<file path="src/rtl/muxn_rr.sv">
// muxn_rr: N-channel registered selector with valid/ready handshakes.
//
// Several producers compete for one output register. In round-robin mode the
// search for a requester starts at a rotating pointer. In fixed-priority mode
// the lowest requesting index wins. At most one word per cycle is moved into
// the output register, and the register records which channel supplied it.
//
// Parameters
//   WIDTH  data bits per channel
//   NCH    number of input channels (>= 2)
//
// Ports
//   clk        rising-edge clock
//   reset      synchronous, active-high reset
//   mode       0 = round-robin, 1 = fixed priority (lowest index wins)
//   in_valid   per-channel request
//   in_data    channel i word at in_data[i*WIDTH +: WIDTH]
//   in_ready   one-hot (or zero) grant; channel i word accepted this cycle
//   out_valid  output register holds a word
//   out_ready  consumer takes the word this cycle
//   out_data   registered word
//   out_chan   index of the channel that supplied out_data
module muxn_rr #(
    parameter int WIDTH = 8,
    parameter int NCH   = 4,
    localparam int CW   = (NCH > 1) ? $clog2(NCH) : 1
) (
    input  logic                 clk,
    input  logic                 reset,
    input  logic                 mode,
    input  logic [NCH-1:0]       in_valid,
    input  logic [NCH*WIDTH-1:0] in_data,
    output logic [NCH-1:0]       in_ready,
    output logic                 out_valid,
    input  logic                 out_ready,
    output logic [WIDTH-1:0]     out_data,
    output logic [CW-1:0]        out_chan
);

    logic [CW-1:0] ptr;
    logic          load;
    logic          gnt_any;
    logic [CW-1:0] gnt_idx;

    // ---- stage 0: combinational arbitration ----

    // The register can accept a word when it is empty or being drained now.
    assign load = ~out_valid | out_ready;

    // Both searches walk from the lowest-precedence candidate to the
    // highest-precedence one. The last hit therefore wins, so no early exit
    // is needed.
    always_comb begin
        int idx;
        gnt_any = 1'b0;
        gnt_idx = '0;
        idx     = 0;
        if (!reset && load) begin
            if (mode) begin
                for (int i = NCH - 1; i >= 0; i--) begin
                    if (in_valid[i]) begin
                        gnt_any = 1'b1;
                        gnt_idx = CW'(i);
                    end
                end
            end else begin
                for (int k = NCH - 1; k >= 0; k--) begin
                    // Wrap at NCH rather than 2**CW so non-power-of-two
                    // channel counts rotate correctly.
                    idx = int'(ptr) + k;
                    if (idx >= NCH) idx = idx - NCH;
                    if (in_valid[idx]) begin
                        gnt_any = 1'b1;
                        gnt_idx = CW'(idx);
                    end
                end
            end
        end
    end

    always_comb begin
        in_ready = '0;
        if (gnt_any) in_ready[gnt_idx] = 1'b1;
    end

    // ---- stage 1: output register and rotation pointer ----

    always_ff @(posedge clk) begin
        if (reset) begin
            out_valid <= 1'b0;
            out_data  <= '0;
            out_chan  <= '0;
            ptr       <= '0;
        end else if (gnt_any) begin
            out_valid <= 1'b1;
            out_data  <= in_data[int'(gnt_idx)*WIDTH +: WIDTH];
            out_chan  <= gnt_idx;
            if (!mode) begin
                ptr <= (gnt_idx == CW'(NCH - 1)) ? '0 : gnt_idx + CW'(1);
            end
        end else if (out_valid && out_ready) begin
            // Drained with nothing to refill: data and channel are held.
            out_valid <= 1'b0;
        end
    end

endmodule
</file>
<file path="config.mk">
export PLATFORM = sky130hd
export DESIGN_NAME = muxn_rr
export DESIGN_NICKNAME = d
export VERILOG_FILES = /design/src/rtl/muxn_rr.sv
export SDC_FILE = /design/constraint.sdc
export NUM_CORES = 1
export LEC_CHECK = 0
export ABC_AREA = 1
export CAP_MARGIN = 0
export CORE_MARGIN = 2
export CORE_UTILIZATION = 25
export DETAILED_ROUTE_END_ITERATION = 10
export DONT_BUFFER_PORTS = 1
export GPL_TIMING_DRIVEN = 0
export PLACE_DENSITY_LB_ADDON = 0.15
export SLEW_MARGIN = 20
export SYNTH_ARGS = -nofsm -noshare
export SYNTH_HDL_FRONTEND = slang
export SYNTH_SLANG_ARGS = --single-unit
</file>
<file path="constraint.sdc">
create_clock -name clk -period 2.2 [get_ports clk]
set_input_delay 0.33 -clock clk [delete_from_list [all_inputs] [get_ports clk]]
set_output_delay 0.33 -clock clk [all_outputs]
set_load 0.01 [all_outputs]
</file>
==> key figures, run 1 <==
Outcome
  – Status: finished clean

Route
  – Drc violations: 0
  – Metal2 WL: 1770 microns
  – Via density: ~4.3
  – Initial drt markers: between 70 and 80
  – Final ANT Viol Nets: 0
  – Wl on met1: around 1800 microns
  – Uppermost layer routed: met4
  – Routed length on met3: 276 microns
  – DRT Wirelength: a little under 4000 microns
  – First-pass iteration count of the detailed router: 4
  – Via count: about 1.4k
  – WL/cell: around 12 microns

Worst setup path
  – Crit path max fanout: 6
  – CP max stage delay: approximately 320 ps
  – Critical Path End: in_ready[0]
  – Flop2flop setup slack: between 200 and 250 ps
  – Crit. End Element: output pin
  – CP bufs+invs: 3
  – Worst R2R Path Depth: 18
  – Startpoint types: flip-flop
  – CP max-delay cell: dfxtp_2
  – Worst path cell trace: buf_6 -> buf_6 -> nand2_1 -> nand3_1 -> nand2_2 -> a21oi_1 -> nand2_1 -> nand2_2 -> nand2_2 -> nand2_4 -> ha_1 -> inv_1 -> nor2_4
  – Critical Path RT: 1870 ps
  – Worst Path Class, Setup: reg -> out
  – RR Endpoint: out_data[7]$_SDFFE_PP0P_
  – Crit path DAT: about 1800 ps
  – Critical path launch point: ptr[0]$_SDFFE_PP0P_
  – Crit-path leading delay family: simple AND/OR/NAND/NOR gates
  – CP dominant cell by count: nand2_2
  – Total stage count of the critical path: 13
  – Reg2reg start: ptr[0]$_SDFFE_PP0P_

Power
  – Lkg Pwr: around 0.93 nW
  – Total Power: 0.000853 W
  – PwrDens: 516 nW/um^2
  – Peak supply drop: just over 0.0002 V

Yosys
  – Asr flop ratio synth: 0%
  – Avg Synthesized Cell Area: 5.52 sq um
  – Top post-synthesis cells by area: dfxtp_1, nand3_1, inv_1
  – Post-synth top area cell: dfxtp_1
  – Commonest cells in the netlist: inv_1, nand2_1, nand3_1
  – Distinct cells, synth: 20
  – Post-synth EDFFs: 0
  – Top FF cell, synth: dfxtp_1
  – Synth Register Bits: 13
  – Synth top area share: 20.4%
  – Mapped cell area: ~1300 sq um
  – Ys Warns: 0
  – Syn_nets: 275
  – Syn Inst Count: around 230
  – Post-synthesis sequential area ratio: between 20% and 30%

Finish
  – Final nets: around 300
  – Layout cells sized above 1: about a quarter
  – Area growth syn-to-layout: 29.5%
  – Antenna fix cells: 0
  – Post-layout util: 33.0%

Timing
  – Final min period: between 2000 and 2500 ps
  – Slew @ Worst Pin: 503 ps
  – Worst Setup Slack, final: 76.3 ps
  – Fmax: 471 MHz
  – Hold WS: approximately 230 ps
  – Relative slew margins: 66.1%
  – Setup TNS: 0 ps
  – Clk_skew: 4.33 ps
  – Final period util: between 90% and 100%
  – RSZ-0062 raised after global routing: yes
  – Hold Fails Final Rpt: 0
  – Max Slew Vio Count: 0
  – Final setup viols: 0

Floorplan
  – Die ar.: about 5700 sq um
  – Die Y: about 75 microns
  – IO Pins: between 50 and 60
  – Row cnt: 26
  – Die X: between 70 and 80 microns
  – Starting Density: about 25%
  – CORE AREA: 5010 sq um

Global routing
  – Pin count of the biggest net entering global routing: 11
  – Total global-route track usage: between 10 and 15%
  – Gr ovfl total: 0
  – Vias in the first global route: 1,316
  – First-pass GRT wire length: between 6000 and 7000 microns
  – Initial antenna violation count: 0

Clock network
  – Clk root buf: clkbuf_8
  – Worst-Skew Late Latency: 240 ps
  – CTS Buffer Depth: 2
  – H-tree depth: 1
  – Clock tree sinks: 13
  – Num CTS Buffers: 3
  – Clock-pin slew on the worst setup and hold paths: around 60 ps
  – Post-CTS Hold Fix Bufs: 0
  – Clock tree from TritonCTS: built

Place
  – Worst slack, placed: -103 ps
  – IO Port Bufs: 0
  – GPL Wtd Cong: 0.708
  – Placed wire-length estimate: 2840 microns

Worst hold path
  – Hold WC Path Type: in -> reg

Flow run
  – Total of max-cap violations: 0
-- through the flow --
step                      instance area [sq um]  std cells
after detailed placement                   1360        301
after CTS                                  1500        312
final                                      1650        322
after global routing                       1650        322
after global placement                     1360        301
after floorplan                            1280        231
-- worst min-delay path by stage --
| stage | end | startpoint | cells past startpoint | slack, ps |
|---|---|---|---|---|
| floorplan | out_data[2]$_SDFFE_PP0P_ | reset | 3 | 480 |
| global placement | out_data[2]$_SDFFE_PP0P_ | reset | 3 | 490 |
| detailed placement | out_data[2]$_SDFFE_PP0P_ | reset | 3 | 490 |
| CTS | out_data[2]$_SDFFE_PP0P_ | reset | 3 | 230 |
| global route | out_data[2]$_SDFFE_PP0P_ | reset | 3 | 240 |
| finish | out_data[2]$_SDFFE_PP0P_ | reset | 3 | 230 |
-- cell usage in the layout (no fill, tap or decap), drive strengths merged --
cell type / instances
a21oi: 10
clkinvlp: 1
clkbuf: 5
nand3: 47
a211oi: 1
nand2: 61
dfxtp: 13
nor2: 25
ha: 4
o21ai: 3
buf: 23
inv: 59
-- logic make-up (layout without fill, tap and decap cells) --
family | Yosys count | count (layout) | share of synthesized area [%]
AOI/OAI and AO/OA | 14 | 14 | 6.57
adders and majority gates | 4 | 4 | 3.92
buffers and inverters | 67 | 88 | 22.5
DFF | 13 | 13 | 20.4
and+or+nand+nor | 133 | 133 | 46.7
-- state kept, by name, summed over array words and instances (netlist names) --
name and cells:
out_data 8, ptr 2, out_valid 1, out_chan 2
-- final cells by class --
class,instances,area (sq um)
fillers,605,3360
clock buffers,4,45.0
inverters,60,234
flip-flops and latches,13,263
multi-input cells,151,833
plain buffers,6,47.5
repair buffers,18,143
well taps,70,87.6
-- routing by layer --
metal  vias up  track usage, %
met4         0            1.75
met1       606            18.1
met5         -               0
met2        42            23.2
li1        735               -
met3         2            5.56
-- worst min-delay path: stages --
cell     delay (ps)
nor2_1           20
nand2_1          50
inv_1            30
-- repair_timing --
item,in CTS,in global routing
setup endpoints to repair,4,4
setup buffers,8,10
resized for setup,10,28
pin swaps,3,15
gates cloned,0,0
-- power breakdown --
| group | leakage [nW] | internal, W | switching (W) |
|---|---|---|---|
| logic | 0.799 | 0.000142 | 0.000209 |
| clock network | 0.0228 | 0.000128 | 0.0000898 |
| registers | 0.108 | 0.000258 | 0.0000252 |
No activity file was read; power rests on OpenSTA's default activity.
==> inputs of run 2 (changes only) <==
--- a/config.mk
+++ b/config.mk
@@ -7,7 +7,6 @@
 export LEC_CHECK = 0
 export ABC_AREA = 1
 export CAP_MARGIN = 0
-export CORE_MARGIN = 2
 export CORE_UTILIZATION = 25
 export DETAILED_ROUTE_END_ITERATION = 10
 export DONT_BUFFER_PORTS = 1
==> constraint.sdc (replaced) <==
create_clock -name clk -period 1.9 [get_ports clk]
set_input_delay 0.285 -clock clk [delete_from_list [all_inputs] [get_ports clk]]
set_output_delay 0.285 -clock clk [all_outputs]
set_load 0.01 [all_outputs]
==> run 2 against run 1 <==
- the run now ends with setup timing left
- power increased by 21%
- final cell count down 0.62%
- global-route usage increased by 0.97 points
- critical endpoint is now in_ready[3]
==> key figures, run 2 (synthesis results as in run 1) <==
Power
  – Clock power frac: 24.9% (-0.6 points)
  – Internal Dissipation: 0.000631 W (+19%)
  – Peak supply drop: 0.000222 V (+10%)
  – Logic pwr share: 43.2% (+2.0 points)
  – Sw Pwr: 0.000397 W (+23%)
  – Sw Ratio: 38.7% (+0.63 points)
  – Lkg Pwr: 0.958 nW (+3.0%)
  – PwrDens: 589 nW/um^2 (+14%)
  – Total Power: 0.00103 W (+21%)
  – Flop pwr share: 31.9% (-1.3 points)

Floorplan
  – Die X: 73.5 microns (-2.7%)
  – IO Pins: 55 (unchanged)
  – Die ar.: 5390 sq um (-5.2%)
  – CORE AREA: 4820 sq um (-3.8%)
  – Starting Density: 26.5% (+1.0 points)
  – Row cnt: 25 (-3.8%)
  – Die Y: 73.5 microns (-2.7%)

Worst setup path
  – CP dominant cell by count: nand2_2
  – Crit. End Element: output pin
  – Worst path cell trace: buf_6 -> inv_8 -> nand2_1 -> nand2_1 -> nand2_1 -> nand2_2 -> nand2_2 -> nand2_2 -> nand2_2 -> nand3_4 -> nand2_4 -> buf_8 -> inv_6 -> ha_4 -> inv_4 -> nor2_4
  – CP max-delay cell: dfxtp_2
  – Worst Path Class, Setup: reg -> out
  – CP max stage delay: 320 ps (about the same)
  – Crit path DAT: 1830 ps (+40 ps)
  – Critical Path RT: 1620 ps (-250 ps)
  – Crit path max fanout: 7 (+1)
  – Startpoint types: flip-flop

Route
  – First-pass iteration count of the detailed router: 4 (unchanged)
  – WL/cell: 12.4 microns (+3.8%)
  – Drc violations: 0 (unchanged)
  – Via density: 4.45 (+3.4%)
  – Initial drt markers: 58 (-24%)
  – Final ANT Viol Nets: 0 (unchanged)
  – Via count: 1,423 (+2.7%)
  – DRT Wirelength: 3970 microns (+3.2%)

Finish
  – Most flop-heavy register: out_data
  – Post-layout util: 36.2% (+3.2 points)
  – Largest register FFs: 8 (unchanged)
  – Layout cells sized above 1: 30.0% (+3.8 points)
  – Area growth syn-to-layout: 36.8%
  – Most frequent cells in the layout: inv_1, nand2_1, nand3_1, nor2_1, nand2_2
  – Antenna fix cells: 0 (unchanged)
  – Final cell area excluding filler cells: 1750 sq um (+5.6%)
  – Final nets: 298 (+0.34%)
  – Most common cell after layout, fill and taps aside: inv_1
  – Largest regs: out_data: 8 flops, out_chan: 2 flops, ptr: 2 flops

Place
  – Placed Area: 1360 sq um (-0.28%)
  – Worst slack, placed: -344 ps (-241 ps)
  – IO Port Bufs: 0 (unchanged)
  – GPL Wtd Cong: 0.839 (+19%)
  – Placed wire-length estimate: 2750 microns (-3.3%)

Timing
  – Final setup viols: 10 (+10)
  – Slew @ Worst Pin: 535 ps (+32.1 ps)
  – Worst Setup Slack, final: -219 ps (-296 ps)
  – Hold Fails Final Rpt: 0 (unchanged)
  – Final period util: 112%
  – Max Slew Vio Count: 0 (unchanged)
  – Fmax: around 470 MHz
  – Relative slew margins: 64.3% (-1.8 points)
  – RSZ-0062 raised after global routing: yes
  – Final min period: between 2000 and 2500 ps
  – Clk_skew: 1.79 ps (-2.55 ps)

Clock network
  – Clock-pin slew on the worst setup and hold paths: 60 ps (about the same)
  – Post-CTS Hold Fix Bufs: 0 (unchanged)
  – Clock tree sinks: 13 (unchanged)
  – Num CTS Buffers: 3 (unchanged)
  – Clock tree from TritonCTS: built
  – CTS Buffer Depth: 2 (unchanged)
  – Worst-Skew Late Latency: 240 ps (about the same)
  – Clk root buf: clkbuf_8
  – H-tree depth: 1 (unchanged)

Outcome
  – Status: finished, violations left
  – Failing checks: setup timing

Global routing
  – Vias in the first global route: 1,328 (+0.91%)
  – Total global-route track usage: 15.1% (+0.97 points)
  – Pin count of the biggest net entering global routing: 11 (unchanged)
  – Gr ovfl total: 0 (unchanged)
  – Initial antenna violation count: 0 (unchanged)
  – First-pass GRT wire length: 6150 microns (+1.3%)

Flow run
  – Total of max-cap violations: 0 (unchanged)

Worst hold path
  – Hold WC Path Type: in -> reg
[run 2: cell types whose count changed in the layout (fill, tap and decap cells not counted), moves of 4 or more]
cell	previous run	this run
nand3_2	4	8
buf_6	5	9
buf_4	16	11
nand3_1	42	38
[run 2: layer usage]
metal  part of all wire (%)  wire length [microns]  GRT usage (%)
met1                     48                   1900           19.7
met2                     47                   1860           25.5
met5                      0                      0              0
met3                    4.6                    184           3.43
met4                   0.61                     24           2.99
[run 2: power groups by stage]
stage	clock (W)	sequential [W]	combinational [W]
after floorplan	0	0.000327	0.000257
after global placement	0	0.000334	0.000321
after detailed placement	0	0.000333	0.000319
after CTS	0.000268	0.000329	0.000408
after global routing	0.000278	0.000331	0.000497
final	0.000256	0.000328	0.000444
[run 2: metrics by stage]
stage / TNS [ps] / hold WS, ps / cells
after floorplan: 0 / 433 / 231
after global placement: -1290 / 445 / 298
after detailed placement: -1220 / 444 / 298
after CTS: -962 / 180 / 316
after global routing: -3370 / 205 / 320
final: -1590 / 186 / 320
[run 2: cell type report]
cell class              instances  area, sq um
fillers                       563         3070
multi-input cells             151          896
flip-flops and latches         13          263
inverters                      60          240
repair buffers                 18          155
well taps                      67         83.8
plain buffers                   7         62.6
clock buffers                   4         45.0
[run 2: final timing paths]
check / slack, ps / cells past startpoint / from / to
worst min-delay path: 190 / 3 / reset / out_data[2]$_SDFFE_PP0P_
worst min register to register: 520 / 2 / out_chan[1]$_SDFFE_PP0P_ / out_chan[1]$_SDFFE_PP0P_
worst max-delay path: -220 / 16 / ptr[0]$_SDFFE_PP0P_ / in_ready[3]
worst max register to register: -160 / 21 / ptr[0]$_SDFFE_PP0P_ / out_data[4]$_SDFFE_PP0P_
[run 2: worst max-delay path: cells and delay by family, from the launching register on]
family                     cells  cell delay [ps]
DFF                            1              320
buffers and inverters          5              430
adders and majority gates      1              130
and+or+nand+nor               10              700
[run 2: what timing repair did]
item | in CTS | in global routing
gates resized for setup | 38 | 19
cloned | 1 | 0
setup buffers | 13 | 4
pin swaps | 14 | 18
setup endpoints to repair | 5 | 14
